File: src/rtl/jgate_pipe_if.sv
// Operand/result handshake bundle for jgate_pipe.
// The master side presents operands and consumes results; the slave side is the pipe.
interface jgate_pipe_if #(
  parameter int WIDTH = 8
);
  logic             in_valid;
  logic             in_ready;
  logic [WIDTH-1:0] a;
  logic [WIDTH-1:0] b;
  logic [2:0]       op;
  logic             out_valid;
  logic             out_ready;
  logic [WIDTH-1:0] y;

  modport master (
    output in_valid, a, b, op, out_ready,
    input  in_ready, out_valid, y
  );

  modport slave (
    input  in_valid, a, b, op, out_ready,
    output in_ready, out_valid, y
  );
endinterface

File: src/rtl/jgate_pipe.sv
// jgate_pipe: single-stage registered logic-gate unit with valid/ready handshake
// and a saturating count of accepted operand sets.
module jgate_pipe #(
  parameter int WIDTH = 8,
  parameter int CNT_W = 16
) (
  input  logic             clk,
  input  logic             rst,
  jgate_pipe_if.slave      bus,
  output logic [CNT_W-1:0] op_count
);

  typedef enum logic {
    EMPTY = 1'b0,
    FULL  = 1'b1
  } state_t;

  state_t           state_reg;
  logic             out_valid_reg;
  logic [WIDTH-1:0] y_reg;
  logic [CNT_W-1:0] cnt_reg;

  logic             accept;
  logic [WIDTH-1:0] and_v, or_v, xor_v;
  logic [WIDTH-1:0] result_next;

  // Ready is forced high during reset so upstream never sees a stale stall;
  // the accept itself is masked by rst so nothing is captured.
  assign bus.in_ready = rst || (state_reg == EMPTY) || bus.out_ready;
  assign accept       = bus.in_valid && bus.in_ready && !rst;

  // Per-bit primitive gates shared by the bitwise and reduction operations.
  generate
    for (genvar gi = 0; gi < WIDTH; gi++) begin : g_bit
      assign and_v[gi] = bus.a[gi] & bus.b[gi];
      assign or_v[gi]  = bus.a[gi] | bus.b[gi];
      assign xor_v[gi] = bus.a[gi] ^ bus.b[gi];
    end
  endgenerate

  // Select the operation result that will be captured on accept.
  always_comb begin
    result_next = '0;
    case (bus.op)
      3'b000: result_next = and_v;
      3'b001: result_next = or_v;
      3'b010: result_next = xor_v;
      3'b011: result_next = ~and_v;
      3'b100: result_next = ~or_v;
      3'b101: result_next = ~xor_v;
      3'b110: result_next[0] = &and_v;
      3'b111: result_next[0] = ^xor_v;
      default: result_next = '0;
    endcase
  end

  // Output stage FSM: state, registered result, valid flag and saturating counter.
  always_ff @(posedge clk) begin
    if (rst) begin
      state_reg     <= EMPTY;
      out_valid_reg <= 1'b0;
      y_reg         <= '0;
      cnt_reg       <= '0;
    end else begin
      case (state_reg)
        EMPTY: begin
          if (accept) begin
            state_reg     <= FULL;
            out_valid_reg <= 1'b1;
            y_reg         <= result_next;
          end
        end
        FULL: begin
          if (bus.out_ready) begin
            if (accept) begin
              y_reg <= result_next;
            end else begin
              state_reg     <= EMPTY;
              out_valid_reg <= 1'b0;
            end
          end
        end
        default: begin
          state_reg     <= EMPTY;
          out_valid_reg <= 1'b0;
        end
      endcase
      if (accept && (cnt_reg != {CNT_W{1'b1}})) begin
        cnt_reg <= cnt_reg + 1'b1;
      end
    end
  end

  assign bus.out_valid = out_valid_reg;
  assign bus.y         = y_reg;
  assign op_count      = cnt_reg;

endmodule

File: src/flat_wrapper.sv
// flat-port wrapper written by rule: the top's interface ports become plain ports
module jgate_pipe_flat 
#(
  parameter int WIDTH = 8,
  parameter int CNT_W = 16
)
  (clk, rst, op_count, bus_in_valid, bus_a, bus_b, bus_op, bus_out_ready, bus_in_ready, bus_out_valid, bus_y);
  jgate_pipe_if #(.WIDTH(WIDTH)) bus_i ();
  input  logic clk;
  input  logic rst;
  output logic [CNT_W-1:0] op_count;
  input wire logic [$bits(bus_i.in_valid)-1:0] bus_in_valid;
  input wire logic [$bits(bus_i.a)-1:0] bus_a;
  input wire logic [$bits(bus_i.b)-1:0] bus_b;
  input wire logic [$bits(bus_i.op)-1:0] bus_op;
  input wire logic [$bits(bus_i.out_ready)-1:0] bus_out_ready;
  output wire logic [$bits(bus_i.in_ready)-1:0] bus_in_ready;
  output wire logic [$bits(bus_i.out_valid)-1:0] bus_out_valid;
  output wire logic [$bits(bus_i.y)-1:0] bus_y;
  assign bus_i.in_valid = bus_in_valid;
  assign bus_i.a = bus_a;
  assign bus_i.b = bus_b;
  assign bus_i.op = bus_op;
  assign bus_i.out_ready = bus_out_ready;
  assign bus_in_ready = bus_i.in_ready;
  assign bus_out_valid = bus_i.out_valid;
  assign bus_y = bus_i.y;
  jgate_pipe #(.WIDTH(WIDTH), .CNT_W(CNT_W)) u_core (.clk(clk), .rst(rst), .bus(bus_i), .op_count(op_count));
endmodule
File: config.mk
export PLATFORM = sky130hd
export DESIGN_NAME = jgate_pipe_flat
export DESIGN_NICKNAME = d
export VERILOG_FILES = /design/src/rtl/jgate_pipe_if.sv /design/src/rtl/jgate_pipe.sv /design/src/flat_wrapper.sv
export SDC_FILE = /design/constraint.sdc
export NUM_CORES = 1
export LEC_CHECK = 0
export ABC_AREA = 1
export CAP_MARGIN = 10
export CORE_MARGIN = 5
export CORE_UTILIZATION = 30
export DETAILED_ROUTE_END_ITERATION = 6
export SYNTH_ARGS = -nofsm -noshare
export SYNTH_HDL_FRONTEND = slang
export SYNTH_SLANG_ARGS = --single-unit
File: constraint.sdc
create_clock -name clk -period 1.9 [get_ports clk]
set_clock_uncertainty 0.15 [all_clocks]
set_input_delay 0.38 -clock clk [delete_from_list [all_inputs] [get_ports clk]]
set_output_delay 0.38 -clock clk [all_outputs]
set_load 0.01 [all_outputs]
; After elaboration in Yosys (flattened, before gate mapping)
; Index checks and enable logic that the tools add are counted.
[classes]
add_sub_neg = 1
multipliers = 0
n_div = 0
magnitude_cmp = 0
eq_ne = 11
shift = 0
n_mux = 12
bitwise = 28
n_reduce_logical = 10
[ops]
columns = operator, n
row1 = 7-bit case mux with 6 select lines, 1
row2 = 8-bit inverter, 3
row3 = 16-bit by 1-bit adder with 16-bit output (second input constant), 1
row4 = 8-bit 2-to-1 mux, 2
row5 = 16-bit != test (second input constant), 1
row6 = 8-bit case mux with 2 select lines, 1
row7 = 3-bit == test (second input constant), 4
row8 = 1-bit AND, 8
row9 = 1-bit bitwise OR, 8
row10 = 1-bit case mux with 8 select lines, 1
row11 = 8-bit AND reduction, 1
row12 = 8-bit XOR reduction, 1
row13 = 1-bit bitwise XOR, 8
row14 = 3-bit by 2-bit == test with 1-bit output (second input constant), 2
row15 = 1-bit 2-to-1 mux, 5
row16 = 2-bit != test (second input constant), 2
row17 = 1-bit case mux with 2 select lines, 2
row18 = 3-bit by 1-bit == test with 1-bit output (second input constant), 1
row19 = 1-bit logical AND, 3
row20 = 3-bit logical NOT, 1
row21 = 3-bit AND reduction, 1
row22 = 1-bit logical OR, 2
row23 = 2-bit by 1-bit != test with 1-bit output (second input constant), 1
row24 = 1-bit logical NOT, 1
row25 = 1-bit inverter, 1
[totals]
reg_bits = 26
latchBits = 0
ram_bits = 0
rom_bits = 0
input_bits = 23
output_inout_bits = 26
wordCells = 66
n_memories = 0

; Depth between registers and ports, before layout
; Gate-level depths: netlist of the first run.
[depth]
word_depth = 8
mapped_depth = 13
mapped_depth_nobuf = 13

; Least setup slack after synthesis of the first run
; Ideal clock, no wire load.
[synth_path]
kind = register to register
startpoint = register u_core.cnt_reg[0], in the netlist u_core.op_count[0]
endpoint = register u_core.cnt_reg[3], in the netlist u_core.op_count[3]
setup_time_ns = 0.118
arrival_time_ns = 1.376
t_required_ns = 1.632
path_slack_ns = 0.256
path_stages_with_launch = 10
path_buffers = 1
period_less_slack_ns = 1.644
cell_sequence = dfxtp_1 ha_1 nand3_1 nor3_2 nand3_1 nand2_2 buf_6 o21ai_0 nand2_1 nor2_1
[synth_between]
elab_chain_len = 2
elab_cells_between_ends = 3
cone_classes = add/sub (1) / eq/ne (1) / reduce/logical (1)
[synth_rtl]
columns = element, line_no
row1 = from (decl), jgate_pipe.sv:21  ; logic [CNT_W-1:0] cnt_reg;
row2 = from (signal assigned), jgate_pipe.sv:89  ; cnt_reg <= cnt_reg + 1'b1;
row3 = branches (longest 2 deep; another with 16-bit by 1-bit adder with 16-bit output), n/a
; Several ways; the timed one is not identified.
; A chain may end at the register's enable or synchronous reset.

; Final worst setup path of the first run
[layout_path]
startpoint = input bus_out_ready
endpoint = output bus_in_ready
[layout_between]
elab_chain_len = 1
[layout_rtl]
columns = element, line_no
row1 = from (decl), flat_wrapper.sv:16  ; input wire logic [$bits(bus_i.out_ready)-1:0] bus_out_ready;
row2 = 1-bit logical OR, jgate_pipe.sv:29  ; assign bus.in_ready = rst || (state_reg == EMPTY) || bus.out_ready;
row3 = to (decl), flat_wrapper.sv:17  ; output wire logic [$bits(bus_i.in_ready)-1:0] bus_in_ready;
; No other way between the ends.

==> results of run 1 <==
[stage by stage]
stage	power, uW	setup TNS, ns	std cells	utilization (%)
finish	1400	0	523	46.6
global route	1490	-0.0367	523	46.6
CTS	1390	0	523	44.9
detailed placement	1010	-3.11	519	43.9
global placement	1000	-2.99	519	43.9
floorplan	810	0	339	-
[Yosys cell counts]
library cell / count / area share, %
nand2_1: 103 / 18
inv_1: 59 / 10
nor2_1: 29 / 5.1
dfxtp_1: 26 / 24
ha_1: 17 / 9.9
a22oi_1: 14 / 4.9
a21oi_1: 10 / 2.3
nand3_1: 10 / 2.3
nor3_1: 10 / 2.3
nand3b_1: 9 / 3.2
a21oi_2: 7 / 2.9
o21ai_0: 7 / 1.6
o22ai_1: 7 / 2.0
nand4_1: 6 / 1.8
nor3_2: 5 / 2.3
xor2_1: 4 / 1.6
buf_2: 2 / 0.47
buf_6: 2 / 1.1
inv_2: 2 / 0.35
nor2_2: 2 / 0.58
o21ai_1: 2 / 0.47
a211oi_2: 1 / 0.58
a311oi_1: 1 / 0.41
clkbuf_1: 1 / 0.17
clkinv_2: 1 / 0.23
nand2_2: 1 / 0.29
xnor2_1: 1 / 0.41
[what timing repair did]
item                                    CTS  global route
pin swaps                                 0             1
endpoints found under the setup margin    2            10
gates resized for setup                   3            23
buffers inserted                          0             0
[final cells by class]
cell class | instances | area, sq um
fill | 714 | 3660
inverter | 62 | 234
timing repair buffer | 89 | 802
tap | 96 | 120
multi-input combinational | 246 | 1470
sequential | 26 | 520
clock buffer | 4 | 55.1
[per-layer routing]
metal	wire, microns	track usage [%]	up-vias
li1	-	-	1265
met1	2580	15.2	1087
met2	2990	26.0	48
met3	243	1.67	6
met4	56	3.13	0
met5	0	0	-
[worst paths after layout]
kind | startpoint | end | slack, ns | depth (start not counted)
hold reg to reg | u_core.state_reg | u_core.bus.out_valid | 0.30 | 1
hold / removal | u_core.state_reg | u_core.bus.out_valid | 0.30 | 1
setup reg to reg | u_core.op_count[0] | u_core.op_count[3] | 0.22 | 9
setup / recovery | bus_out_ready | bus_in_ready | 0.06 | 4
[kinds of logic (layout without fill, tap and decap cells)]
group | after synthesis | in the layout | share of synthesized area, %
AOI/OAI and AO/OA | 49 | 49 | 15.2
xor gates and xnor gates | 5 | 5 | 2.04
adders and majority gates | 17 | 17 | 9.92
buffers and inverters | 67 | 155 | 12.6
DFF | 26 | 26 | 24.3
and+or+nand+nor | 175 | 175 | 35.9
[worst reg2reg max path: cells and delay by family, from the launching register on]
kind / cells / cell delay, ns
compound gates: 1 / 0.08
buf+inv: 1 / 0.15
flops: 1 / 0.34
fa+ha+maj: 1 / 0.20
simple gates: 6 / 0.66
[cell usage in the layout, fill, tap and decap left out, types with 2 or more instances in the layout]
cell type and instances:
a21oi_1 10, a21oi_2 7, a22oi_1 14, buf_4 41
clkbuf_8 4, clkdlybuf4s50_1 41, dfxtp_1 26, dlymetal6s2s_1 6
ha_1 9, ha_4 8, inv_1 53, inv_2 8
nand2_1 103, nand3_1 9, nand3b_1 9, nand4_1 6
nor2_1 28, nor2_2 3, nor3_1 10, nor3_2 3
nor3_4 2, o21ai_0 7, o21ai_1 2, o22ai_1 7
xor2_1 4
[where the power goes]
| group | internal (uW) | switching (uW) | total [uW] |
|---|---|---|---|
| registers | 559 | 8.25 | 567 |
| clock network | 185 | 177 | 362 |
| logic | 234 | 234 | 467 |
==> impl_metrics.json, run 1 <==
{
  "insertion_delay_ns": 0.27,
  "port_buffers": 48,
  "area_delta_synth_final_pct": 49.5,
  "slew_headroom_pct": 75.5,
  "drtIter0Drc": 86,
  "grt_pass1_wl_microns": 9920,
  "start_kind": "primary input",
  "status": "completed",
  "syn-num-nets": 379,
  "placedInstanceArea_sq_um": 3020,
  "wl_per_cell_microns": 11.2,
  "max-cap-violations": 0,
  "synth_area_sq_um": 2140,
  "tightest_slew_ns": 0.366,
  "dieArea_sq_um": 8930,
  "fmax_ghz": 0.545,
  "pre_cts_ws_ns": -0.298,
  "criticalPathCategory": "in2out",
  "yosysSeqAreaShare_pct": 24.3,
  "largest_register_ff_count": 16,
  "final_area_sq_um": 3200,
  "antenna_found_initial": 0,
  "required_ns": 1.37,
  "fin_ws_ns": 0.0641,
  "cellPowerDensity_nw_per_um2": 436,
  "dp_hpwl_microns": 4650,
  "avgSynthCellArea_sq_um": 6.32,
  "grt_start_max_net_pins": 20,
  "netlist-cell-type-count": 27,
  "path_cells": "clkdlybuf4s50_1, nor2_2, nand2_1, dlygate4sd2_1",
  "routed_wl_microns": 5870,
  "drt_pass1_iterations": 4,
  "hold_viol": 0,
  "synth_seq_cells": 26,
  "fp-row-count": 30,
  "hp-class": "reg2reg",
  "ir_drop_mv": 0.177,
  "die_width_microns": 94.5,
  "critPathBufInv": 2,
  "clockRootBuffer": "clkbuf_8",
  "critPathArrivalTime_ns": 1.31,
  "gp_congestion": 0.844,
  "clk_pin_slew_ns": 0.09,
  "crit_fanout": 2,
  "h-tree-depth": 1,
  "num_vias": 2406,
  "ctsLongestPathBuffers": 2,
  "min_period_ns": 1.84,
  "viasPerCell": 4.60,
  "start_util_pct": 31.2,
  "ioPinCount": 49,
  "die_h_microns": 94.5,
  "drc": 0,
  "cts_tree": "yes",
  "path_delay_family": "buffers and inverters",
  "netlist_instances": 339,
  "setup_viol": 0,
  "slew_viol_final": 0,
  "drive_gt1_share_pct": 18.7,
  "grt_setup_unrepaired": "yes",
  "diodes": 0,
  "slowest_delay_ns": 0.44,
  "whs_ns": 0.303,
  "gr-usage-all-layers_pct": 13.3,
  "worst_path_max_delay_cell": "clkdlybuf4s50_1",
  "ant_nets": 0,
  "num-nets-final": 468,
  "cts.sinks": 26,
  "leakage_uw": 0.00142,
  "end_kind": "output port",
  "postCtsHoldBufs": 0,
  "overflow": 0,
  "coreArea_sq_um": 6870,
  "first_global_vias": 2316,
  "cts_made_buffers": 3,
  "synth_warnings": 0,
  "fin_crit_sh_pct": 96.6
}
(Power assumes the default switching activity.)
==> run 2, diff against run 1 <==
- CAP_MARGIN: 10 -> 20
==> results of run 2 <==
Final layout, timing and power as in run 1 (identical DEF).
==> run 3, diff against run 2 <==
- CORE_MARGIN: 5 -> 4
==> impl_metrics.json, run 3 (synthesis results as in run 1) <==
{
  "use_met3_pct": 1.79,
  "wl_per_cell_microns": 11.0,
  "largest_register_ff_count": 16,
  "routed_wl_microns": 5720,
  "dieArea_sq_um": 8560,
  "num-nets-final": 467,
  "h-tree-depth": 1,
  "rr_worst_depth": 9,
  "port_buffers": 48,
  "crit_fanout": 2,
  "cts_tree": "yes",
  "coreArea_sq_um": 6870,
  "max-cap-violations": 0,
  "drive_gt1_share_pct": 19.5,
  "utilization_pct": 46.8,
  "slew_headroom_pct": 74.4,
  "use_met1_pct": 15.6,
  "end_kind": "output port",
  "timing.critical_path.to": "bus_in_ready",
  "hp-class": "reg2reg",
  "setup_viol": 0,
  "area_delta_synth_final_pct": 49.9,
  "top_usage_layer": "met2",
  "grt_setup_unrepaired": "yes",
  "die_width_microns": 92.5,
  "die_h_microns": 92.5,
  "status": "completed",
  "clockRootBuffer": "clkbuf_8",
  "placedInstanceArea_sq_um": 3020,
  "cellPowerDensity_nw_per_um2": 467,
  "reg2reg_from": "u_core.op_count[1]",
  "overflow": 0,
  "ioPinCount": 49,
  "dp_hpwl_microns": 4590,
  "drc": 0,
  "required_ns": 1.37,
  "num_vias": 2424,
  "hold_viol": 0,
  "layout_commonest_cell": "nand2_1",
  "crit_start": "bus_out_ready",
  "viasPerCell": 4.64,
  "min_period_ns": 1.85,
  "leakage_uw": 0.00137,
  "insertion_delay_ns": 0.28,
  "first_global_vias": 2301,
  "gp_congestion": 0.840,
  "ctsLongestPathBuffers": 2,
  "grt_pass1_wl_microns": 9650,
  "mostFrequentLayoutCells": "nand2_1, inv_1, clkdlybuf4s50_1",
  "fmax_ghz": 0.542,
  "grt_start_max_net_pins": 20,
  "tightest_slew_ns": 0.383,
  "grtUsageMet2_pct": 25.3,
  "final_area_sq_um": 3210,
  "gr-usage-all-layers_pct": 13.3,
  "drtIter0Drc": 75,
  "ir_drop_mv": 0.337,
  "r2r_end": "u_core.op_count[3]",
  "criticalPathCategory": "in2out",
  "diodes": 0,
  "r2r_slack_ns": 0.22,
  "start_kind": "primary input",
  "fin_crit_sh_pct": 97.2,
  "cts.sinks": 26,
  "antenna_found_initial": 0,
  "start_util_pct": 31.2,
  "drt_pass1_iterations": 5,
  "fp-row-count": 30,
  "clk_pin_slew_ns": 0.09,
  "ant_nets": 0,
  "slew_viol_final": 0,
  "power_uw": 1500,
  "critPathArrivalTime_ns": 1.32,
  "whs_ns": 0.305,
  "postCtsSetupBuffers": 0,
  "cts_made_buffers": 3
}
run 3: repair_timing:
item                                   in CTS  in global routing
pin swaps                                   0                  1
resized for setup                           2                 23
setup endpoints to repair                   2                 13
hold buffers                                0                  0
endpoints found under the hold margin       0                  0
run 3: worst max-delay path, cell delays in order:
cell	delay [ns]
clkdlybuf4s50_1	0.44
nor2_2	0.14
nand2_1	0.07
dlygate4sd2_1	0.28
run 3: cell type report:
class | count | area, sq um
inverters | 62 | 234
repair buffers | 88 | 795
flip-flops and latches | 26 | 520
fillers | 703 | 3660
clock inverters | 1 | 30.0
clock buffers | 3 | 41.3
multi-input cells | 246 | 1470
well taps | 96 | 120
run 3: worst min-delay path by stage:
stage,start,depth (start not counted),slack (ns),to
2_1_floorplan,u_core.state_reg,1,0.27,u_core.bus.out_valid
3_3_place_gp,u_core.state_reg,1,0.28,u_core.bus.out_valid
3_5_place_dp,u_core.state_reg,1,0.29,u_core.bus.out_valid
4_1_cts,u_core.state_reg,1,0.31,u_core.bus.out_valid
5_1_grt,u_core.state_reg,1,0.35,u_core.bus.out_valid
6_report,u_core.state_reg,1,0.30,u_core.bus.out_valid
run 3: stage by stage:
stage / TNS [ns] / setup slack [ns] / std cells
after CTS: 0 / 0.0165 / 522
after global routing: -0.0769 / -0.0667 / 522
after global placement: -3.28 / -0.297 / 518
final: 0 / 0.0534 / 522
after detailed placement: -3.34 / -0.292 / 518
after floorplan: 0 / 0.256 / 339
run 3: per-layer routing:
metal  wire [microns]  vias up
met5                0        -
met1             2520     1100
met2             2920       45
met4               87        0
li1                 -     1269
met3              199       10
run 3: power breakdown:
group	leakage [uW]	internal (uW)	switching, uW
Clock	0.0000357	282	184
Sequential	0.000211	559	8.29
Combinational	0.00112	235	232
Total	0.00137	1080	424
